<file path="src/rtl/bf_pipe.sv">
// Pipelined radix-2 DIT butterfly: oa = a + W*b, ob = a - W*b (conj(W) in inverse mode).
// Three register stages: input capture, rounded complex multiply, add/sub with
// optional halving and saturation. A sticky flag records saturated output beats.
module bf_pipe #(
  parameter int unsigned MULT_WIDTH = 18,
  parameter int unsigned TW_WIDTH   = 18
) (
  input  logic                    clk,
  input  logic                    rst,
  input  logic                    ce,
  input  logic                    inverse,
  input  logic                    scale,
  input  logic                    in_valid,
  input  logic [2*MULT_WIDTH-1:0] ia,
  input  logic [2*MULT_WIDTH-1:0] ib,
  input  logic [2*TW_WIDTH-1:0]   tw,
  input  logic                    ovf_clr,
  output logic                    out_valid,
  output logic [2*MULT_WIDTH-1:0] oa,
  output logic [2*MULT_WIDTH-1:0] ob,
  output logic                    ovf
);

  localparam int unsigned MW    = MULT_WIDTH;
  localparam int unsigned TWW   = TW_WIDTH;
  // Product-sum width: full-precision product plus one bit for the add/sub.
  localparam int unsigned PW    = MW + TWW + 1;
  // Rounded product keeps one guard bit above the data width.
  localparam int unsigned RW    = MW + 1;
  // Butterfly add/sub width.
  localparam int unsigned AW    = MW + 2;
  localparam int unsigned SHIFT = TWW - 1;

  localparam logic signed [PW-1:0] RND   = PW'(1) <<< (TWW - 2);
  localparam logic signed [AW-1:0] ONE_A = AW'(1);
  localparam logic signed [AW-1:0] MAXV  = {3'b000, {(MW-1){1'b1}}};
  localparam logic signed [AW-1:0] MINV  = {3'b111, {(MW-1){1'b0}}};

  // Stage 1 registers
  logic                  s1_valid, s1_inv, s1_scale;
  logic signed [MW-1:0]  s1_ar, s1_ai, s1_br, s1_bi;
  logic signed [TWW-1:0] s1_wr, s1_wi;

  // Stage 2 registers
  logic                  s2_valid, s2_scale;
  logic signed [MW-1:0]  s2_ar, s2_ai;
  logic signed [RW-1:0]  s2_pr, s2_pi;

  // Stage 2 combinational products
  logic signed [PW-1:0]  m_rr, m_ii, m_ri, m_ir, sum_r, sum_i;
  logic signed [RW-1:0]  p_r, p_i;

  // Stage 3 combinational add/sub
  logic signed [AW-1:0]  s_r, s_i, d_r, d_i;
  logic [MW-1:0]         q_sr, q_si, q_dr, q_di;
  logic                  h_sr, h_si, h_dr, h_di;
  logic                  sat_hit;

  // Halve with round-half-up when enabled.
  function automatic logic signed [AW-1:0] scl_fn(input logic signed [AW-1:0] x,
                                                 input logic en);
    logic signed [AW-1:0] t;
    t = x + ONE_A;
    return en ? (t >>> 1) : x;
  endfunction

  // Clamp to the data range; returns {clipped, value}.
  function automatic logic [MW:0] sat_fn(input logic signed [AW-1:0] x);
    logic [MW:0] r;
    if (x > MAXV)      r = {1'b1, 1'b0, {(MW-1){1'b1}}};
    else if (x < MINV) r = {1'b1, 1'b1, {(MW-1){1'b0}}};
    else               r = {1'b0, x[MW-1:0]};
    return r;
  endfunction

  // Stage 1: capture operands, twiddle and per-beat mode bits.
  always_ff @(posedge clk) begin
    if (rst) begin
      s1_valid <= 1'b0;
      s1_inv   <= 1'b0;
      s1_scale <= 1'b0;
      s1_ar    <= '0;
      s1_ai    <= '0;
      s1_br    <= '0;
      s1_bi    <= '0;
      s1_wr    <= '0;
      s1_wi    <= '0;
    end else if (ce) begin
      s1_valid <= in_valid;
      s1_inv   <= inverse;
      s1_scale <= scale;
      s1_ar    <= ia[2*MW-1:MW];
      s1_ai    <= ia[MW-1:0];
      s1_br    <= ib[2*MW-1:MW];
      s1_bi    <= ib[MW-1:0];
      s1_wr    <= tw[2*TWW-1:TWW];
      s1_wi    <= tw[TWW-1:0];
    end
  end

  // Complex multiply b*W (or b*conj(W)), round half-up back to data scale.
  always_comb begin
    m_rr = PW'(s1_br) * PW'(s1_wr);
    m_ii = PW'(s1_bi) * PW'(s1_wi);
    m_ri = PW'(s1_br) * PW'(s1_wi);
    m_ir = PW'(s1_bi) * PW'(s1_wr);
    if (s1_inv) begin
      sum_r = m_rr + m_ii;
      sum_i = m_ir - m_ri;
    end else begin
      sum_r = m_rr - m_ii;
      sum_i = m_ri + m_ir;
    end
    p_r = RW'((sum_r + RND) >>> SHIFT);
    p_i = RW'((sum_i + RND) >>> SHIFT);
  end

  // Stage 2: register rounded product alongside the delayed a operand.
  always_ff @(posedge clk) begin
    if (rst) begin
      s2_valid <= 1'b0;
      s2_scale <= 1'b0;
      s2_ar    <= '0;
      s2_ai    <= '0;
      s2_pr    <= '0;
      s2_pi    <= '0;
    end else if (ce) begin
      s2_valid <= s1_valid;
      s2_scale <= s1_scale;
      s2_ar    <= s1_ar;
      s2_ai    <= s1_ai;
      s2_pr    <= p_r;
      s2_pi    <= p_i;
    end
  end

  // Butterfly add/sub, optional halving, then saturation.
  always_comb begin
    s_r = AW'(s2_ar) + AW'(s2_pr);
    s_i = AW'(s2_ai) + AW'(s2_pi);
    d_r = AW'(s2_ar) - AW'(s2_pr);
    d_i = AW'(s2_ai) - AW'(s2_pi);
    {h_sr, q_sr} = sat_fn(scl_fn(s_r, s2_scale));
    {h_si, q_si} = sat_fn(scl_fn(s_i, s2_scale));
    {h_dr, q_dr} = sat_fn(scl_fn(d_r, s2_scale));
    {h_di, q_di} = sat_fn(scl_fn(d_i, s2_scale));
    sat_hit = h_sr | h_si | h_dr | h_di;
  end

  // Stage 3: output registers.
  always_ff @(posedge clk) begin
    if (rst) begin
      out_valid <= 1'b0;
      oa        <= '0;
      ob        <= '0;
    end else if (ce) begin
      out_valid <= s2_valid;
      oa        <= {q_sr, q_si};
      ob        <= {q_dr, q_di};
    end
  end

  // Sticky overflow: a saturated valid beat takes priority over a clear.
  always_ff @(posedge clk) begin
    if (rst) begin
      ovf <= 1'b0;
    end else if (ce && s2_valid && sat_hit) begin
      ovf <= 1'b1;
    end else if (ovf_clr) begin
      ovf <= 1'b0;
    end
  end

endmodule

</file>
<file path="config.mk">
export PLATFORM = sky130hd
export DESIGN_NAME = bf_pipe
export DESIGN_NICKNAME = d
export VERILOG_FILES = /design/src/rtl/bf_pipe.sv
export SDC_FILE = /design/constraint.sdc
export NUM_CORES = 2
export LEC_CHECK = 0
export BUFFER_PORTS_ARGS = -buffer_cell sky130_fd_sc_hd__buf_2
export CAP_MARGIN = 30
export CELL_PAD_IN_SITES_DETAIL_PLACEMENT = 1
export CELL_PAD_IN_SITES_GLOBAL_PLACEMENT = 1
export CORE_ASPECT_RATIO = 0.5
export CORE_MARGIN = 4
export CORE_UTILIZATION = 30
export DETAILED_ROUTE_END_ITERATION = 8
export HOLD_SLACK_MARGIN = 0.06
export PLACE_DENSITY_LB_ADDON = 0.1
export SLEW_MARGIN = 20
export SYNTH_ARGS = -nofsm -noshare
export SYNTH_HDL_FRONTEND = slang
export SYNTH_SLANG_ARGS = --single-unit
export TNS_END_PERCENT = 1
</file>
<file path="constraint.sdc">
create_clock -name clk -period 9.9 [get_ports clk]
set_input_delay 0.99 -clock clk [delete_from_list [all_inputs] [get_ports clk]]
set_output_delay 0.99 -clock clk [all_outputs]
set_load 0.01 [all_outputs]
</file>
; ---- Word level (Yosys, flattened, before mapping)
; Cells that the tools add are included.
[totals]
register_bits = 261
wordCells = 67
[op_classes]
n_addsub = 14
multipliers = 4
magnitude_cmp = 8
muxes = 16
bitwise = 3
n_reduce_logical = 3
[ops]
columns = cell, count
row1 = $mux 19, 8
row2 = $mul 18x18->36, 4
row3 = $add 20x2->20 const B, 4
row4 = $gt 20x18->1 const B, 4
row5 = $lt 20x18->1 const B, 4
row6 = $mux 20, 4
row7 = $add 36x18->36 const B, 2
row8 = $add 36x36->36, 2
row9 = $mux 36, 2
row10 = $sub 36x36->36, 2
row11 = $add 18x19->20, 2
row12 = $sub 18x19->20, 2
row13 = $or 1x1->1, 3
row14 = $logic_and 1x1->1, 2
row15 = $mux 1, 2
row16 = $reduce_bool 2->1, 1

; ---- Longest topological paths before layout
[depth]
ltp_word = 11
mapped_depth = 44

; ---- Worst setup path after synthesis
; Ideal clock, no wire load.
[synth_path]
path_kind = reg2reg
from = register s1_wi[3]
to = register s2_pr[17]
setup_ns = 0.128
arrival_time_ns = 9.565
slack_ns = 0.207
stages_incl_launch_ff = 39
period_less_slack_ns = 9.693
path_cell_list = dfxtp_1 -> clkbuf_1 -> clkbuf_1 -> nand2_1 -> fa_1 -> fa_1 -> fa_1 -> fa_1 -> inv_1 -> fa_1 -> inv_1 -> fa_1 -> inv_1 -> ha_1 -> a21oi_1 -> o21bai_1 -> a31oi_1 -> o21ai_1 -> [... 3 more ...] -> nor3b_1 -> and3b_1 -> nor2_1 -> xnor2_1 -> ha_1 -> and4_1 -> a221o_1 -> or3_1 -> o211ai_1 -> nand2b_1 -> a21oi_1 -> xor2_1 -> or4_4 -> o31a_1 -> or3_1 -> xor2_1 -> mux2i_1 -> nor2_1
[synth_between]
elab_chain_cells = 4
[synth_lines]
columns = element, line
row1 = from (decl), 42  ; logic signed [TWW-1:0] s1_wr, s1_wi;
row2 = from (signal assigned), 97  ; s1_wi <= tw[TWW-1:0];
row3 = $mul 18x18->36 (*), 104  ; m_ii = PW'(s1_bi) * PW'(s1_wi);
row4 = $sub 36x36->36 / $add 36x36->36 (equally long branches), "111, 108"
row5 = $mux 36 (*), 107  ; if (s1_inv) begin
row6 = $add 36x18->36 (*), 114  ; p_r = RW'((sum_r + RND) >>> SHIFT);
row7 = to (signal assigned), 132  ; s2_pr <= p_r;
row8 = to (decl), 47  ; logic signed [RW-1:0] s2_pr, s2_pi;
; Every way passes the cells marked *; elsewhere a longest branch is shown, timed or not.
; A chain may end at the register's enable or synchronous reset.

; ---- Worst setup path in the final report
[layout_path]
from = register s1_wi[1]
to = register s2_pr[17]
; Same word-level chain as after synthesis.

==> results.txt <==
run status - finished clean
largest net degree at the start of global routing - 97
total track usage - 21.4%
worst-margin pin slew - 0.969 ns
H-tree depth - 2
top cells by area, synth - fa_1, ha_1, inv_1
root buffer cell - clkbuf_16
VDD IR-drop max - 0.213 mV
Leak - 37.8 nW
DRC viols - 0
RSZ-0062 raised after global routing - true
post-synthesis sequential element count - 261
ANT nets after route - 0
Pwr Total - 16.8 mW
Num CTS Buffers - 37
largest stage delay on the critical path - 0.54 ns
Skew-Pair Late Insertion Delay - 0.69 ns
area grow syn2layout - 17.2%
Data required, critical path - 10.41 ns
Nets - 10300
DP Wirelength - 214000 um
Tcrit/Tclk final - 98.0%
layout cells sized above 1 - 14.2%
slew margin rel. - 35.4%
Syn Nets - 9832
most used cell, CP - fa_1
utilization after layout - 35.5%
fin. max-slew vios - 0
Die X-Extent - 684 um
first-pass detailed-route iteration total - 8
Min-Delay Startpoint - oa[16]
dpl ws - -0.364 ns
Worst Hold Class - flip-flop to flip-flop
M2 GR Usage - 33.4%
reg2reg start - s1_wi[1]
max cap viols - 0
met1 Use GR - 31.0%
Setup WS post-layout - 0.198 ns
Critical Path Start Type - flip-flop
PwrDens - 210 nW/um^2
Vias/cell - 4.78
Buffers on Ports - 188
CTS tree - done
initial antenna violation count - 34
WP data arrival - 10.22 ns
met3 usage - 4.08%
die area - 236000 sq um
Worst Setup End Kind - flip-flop
Overflow after GRT - 0
drt total wl - 252000 um
register area share after synthesis - 7.63%
Unique masters post-synth - 110
synthesized cell area - 68500 sq um
main flop type after synthesis - dfxtp_1
WL/cell - 22.2 um
most frequent cell after synthesis - inv_1
starting density of the core - 30.3%
fillcell total - 26300
Core Rows - 123
Iter 0 DRT Violations - 2944
crit path launch - s1_wi[1]
min cycle time layout - 9.70 ns
via count - 54500
leading area contributor after synthesis - fa_1
WS Path Type - flip-flop to flip-flop
final setup vio count - 0
Async SR Flop Fraction - 0%
grt peak-use layer - met2
Hold Buf Count CTS - 0
fmax - 103 MHz
core area - 226000 sq um
num ports - 189
Final Hold Fails - 0
Die Span Y - 346 um
final hold slack - 0.480 ns
placer congestion estimate - 0.851
clk sinks - 261
syn_area_per_cell - 8.70 sq um
EDFF count, synth - 0
Syn Inst Count - 7872
first-pass GRT wire length - 381000 um
Commonest cells post-synth - inv_1, fa_1, nand2_1, and2_1, ha_1
post-synth top area share - 38.6%
Reg clk slew, reported paths - 0.08 ns
Bufs on Longest Clock Path - 3
synth warn - 0
crit path max fanout - 15
slowest stage cell, crit path - or4_4
number of global-route vias before repair - 59000
clk_skew - 0.0824 ns
==> what timing repair did <==
item,in CTS,in global routing
setup buffers,9,15
pin swaps,12,91
cloned,0,4
hold endpoints to repair,0,0
gates resized for setup,29,202
endpoints found under the setup margin,5,19
==> worst max-delay path, delay by kind of cell (launching register included) <==
| family | cells | cell delay (ns) |
|---|---|---|
| xor+xnor | 3 | 0.58 |
| fa+ha+maj | 8 | 3.31 |
| flops | 1 | 0.41 |
| simple gates | 8 | 2.08 |
| mux | 1 | 0.12 |
| buf+inv | 8 | 0.84 |
| compound gates | 9 | 2.15 |
==> flip-flops by register name, indices dropped and copies added, names as in the netlist, 18 cells and up <==
name	count
s1_br	18
s2_pr	19
s2_pi	19
s1_wr	18
s1_ai	18
s2_ar	18
s1_bi	18
s1_wi	18
s2_ai	18
ob	36
oa	36
s1_ar	18
==> final cells by class <==
cell class,count,area (sq um),share of cell area (%)
Multi-Input combinational cell,5715,57100,71.1
Timing Repair Buffer,858,7290,9.08
Inverter,1471,5520,6.88
Sequential cell,261,5280,6.58
Tap cell,3000,3750,4.68
Clock buffer,47,1060,1.32
Clock inverter,19,267,0.332
Antenna cell,11,27.5,0.0343
==> where the power goes <==
group / total, mW / switching [mW] / internal [mW]
clock network: 1.59 / 0.691 / 0.894
registers: 1.42 / 0.185 / 1.23
logic: 13.8 / 8.04 / 5.81
==> worst paths after layout <==
check / end / slack, ns / cells past startpoint
hold / removal: oa[16] / 0.48 / 2
hold reg to reg: oa[16] / 0.48 / 2
setup reg to reg: s2_pr[17] / 0.20 / 37
setup / recovery: s2_pr[17] / 0.20 / 37
==> metal layers <==
metal	wire (um)	part of all wire, %	vias to the layer above
met5	0	0	-
met4	4260	1.7	0
met3	14300	5.7	142
met2	111000	44	765
met1	123000	49	28100
li1	-	-	25400
==> kinds of logic after synthesis <==
family | after synthesis | share of synthesized area [%]
muxes | 179 | 2.62
DFF | 261 | 7.63
adders and majority gates | 1845 | 48.2
and+or+nand+nor | 2398 | 17.1
xor gates and xnor gates | 362 | 4.67
buffers and inverters | 1896 | 10.5
AOI/OAI and AO/OA | 931 | 9.28
==> placed cells by master (no fill, tap or decap), types with 25 or more instances in the layout <==
cell and count:
a21o_1 68, a211oi_1 83, o21ai_0 113, xnor2_1 216, mux2i_1 177, buf_4 558
a31oi_1 44, o21bai_1 34, o211ai_1 33, fa_1 1313, nand2_1 822, dfxtp_2 28
o22ai_1 38, xor2_1 118, nand2b_1 85, and3_1 34, clkbuf_16 43, a21oi_1 206
dfxtp_1 227, nor3_1 84, nor2b_1 36, o21a_1 54, nor2_1 493, a21oi_2 25
buf_2 188, nand3_1 68, and2_1 567, inv_1 1467, nand4_1 30, ha_1 510
buf_12 95
==> through the flow <==
stage | setup TNS, ns | cell area, sq um | cells
floorplan | 0 | 68500 | 7872
global placement | -0.678 | 77500 | 11300
detailed placement | -0.916 | 77500 | 11300
CTS | -0.000758 | 79100 | 11400
global route | -0.666 | 80200 | 11400
finish | 0 | 80200 | 11400
(Power assumes the default switching activity.)
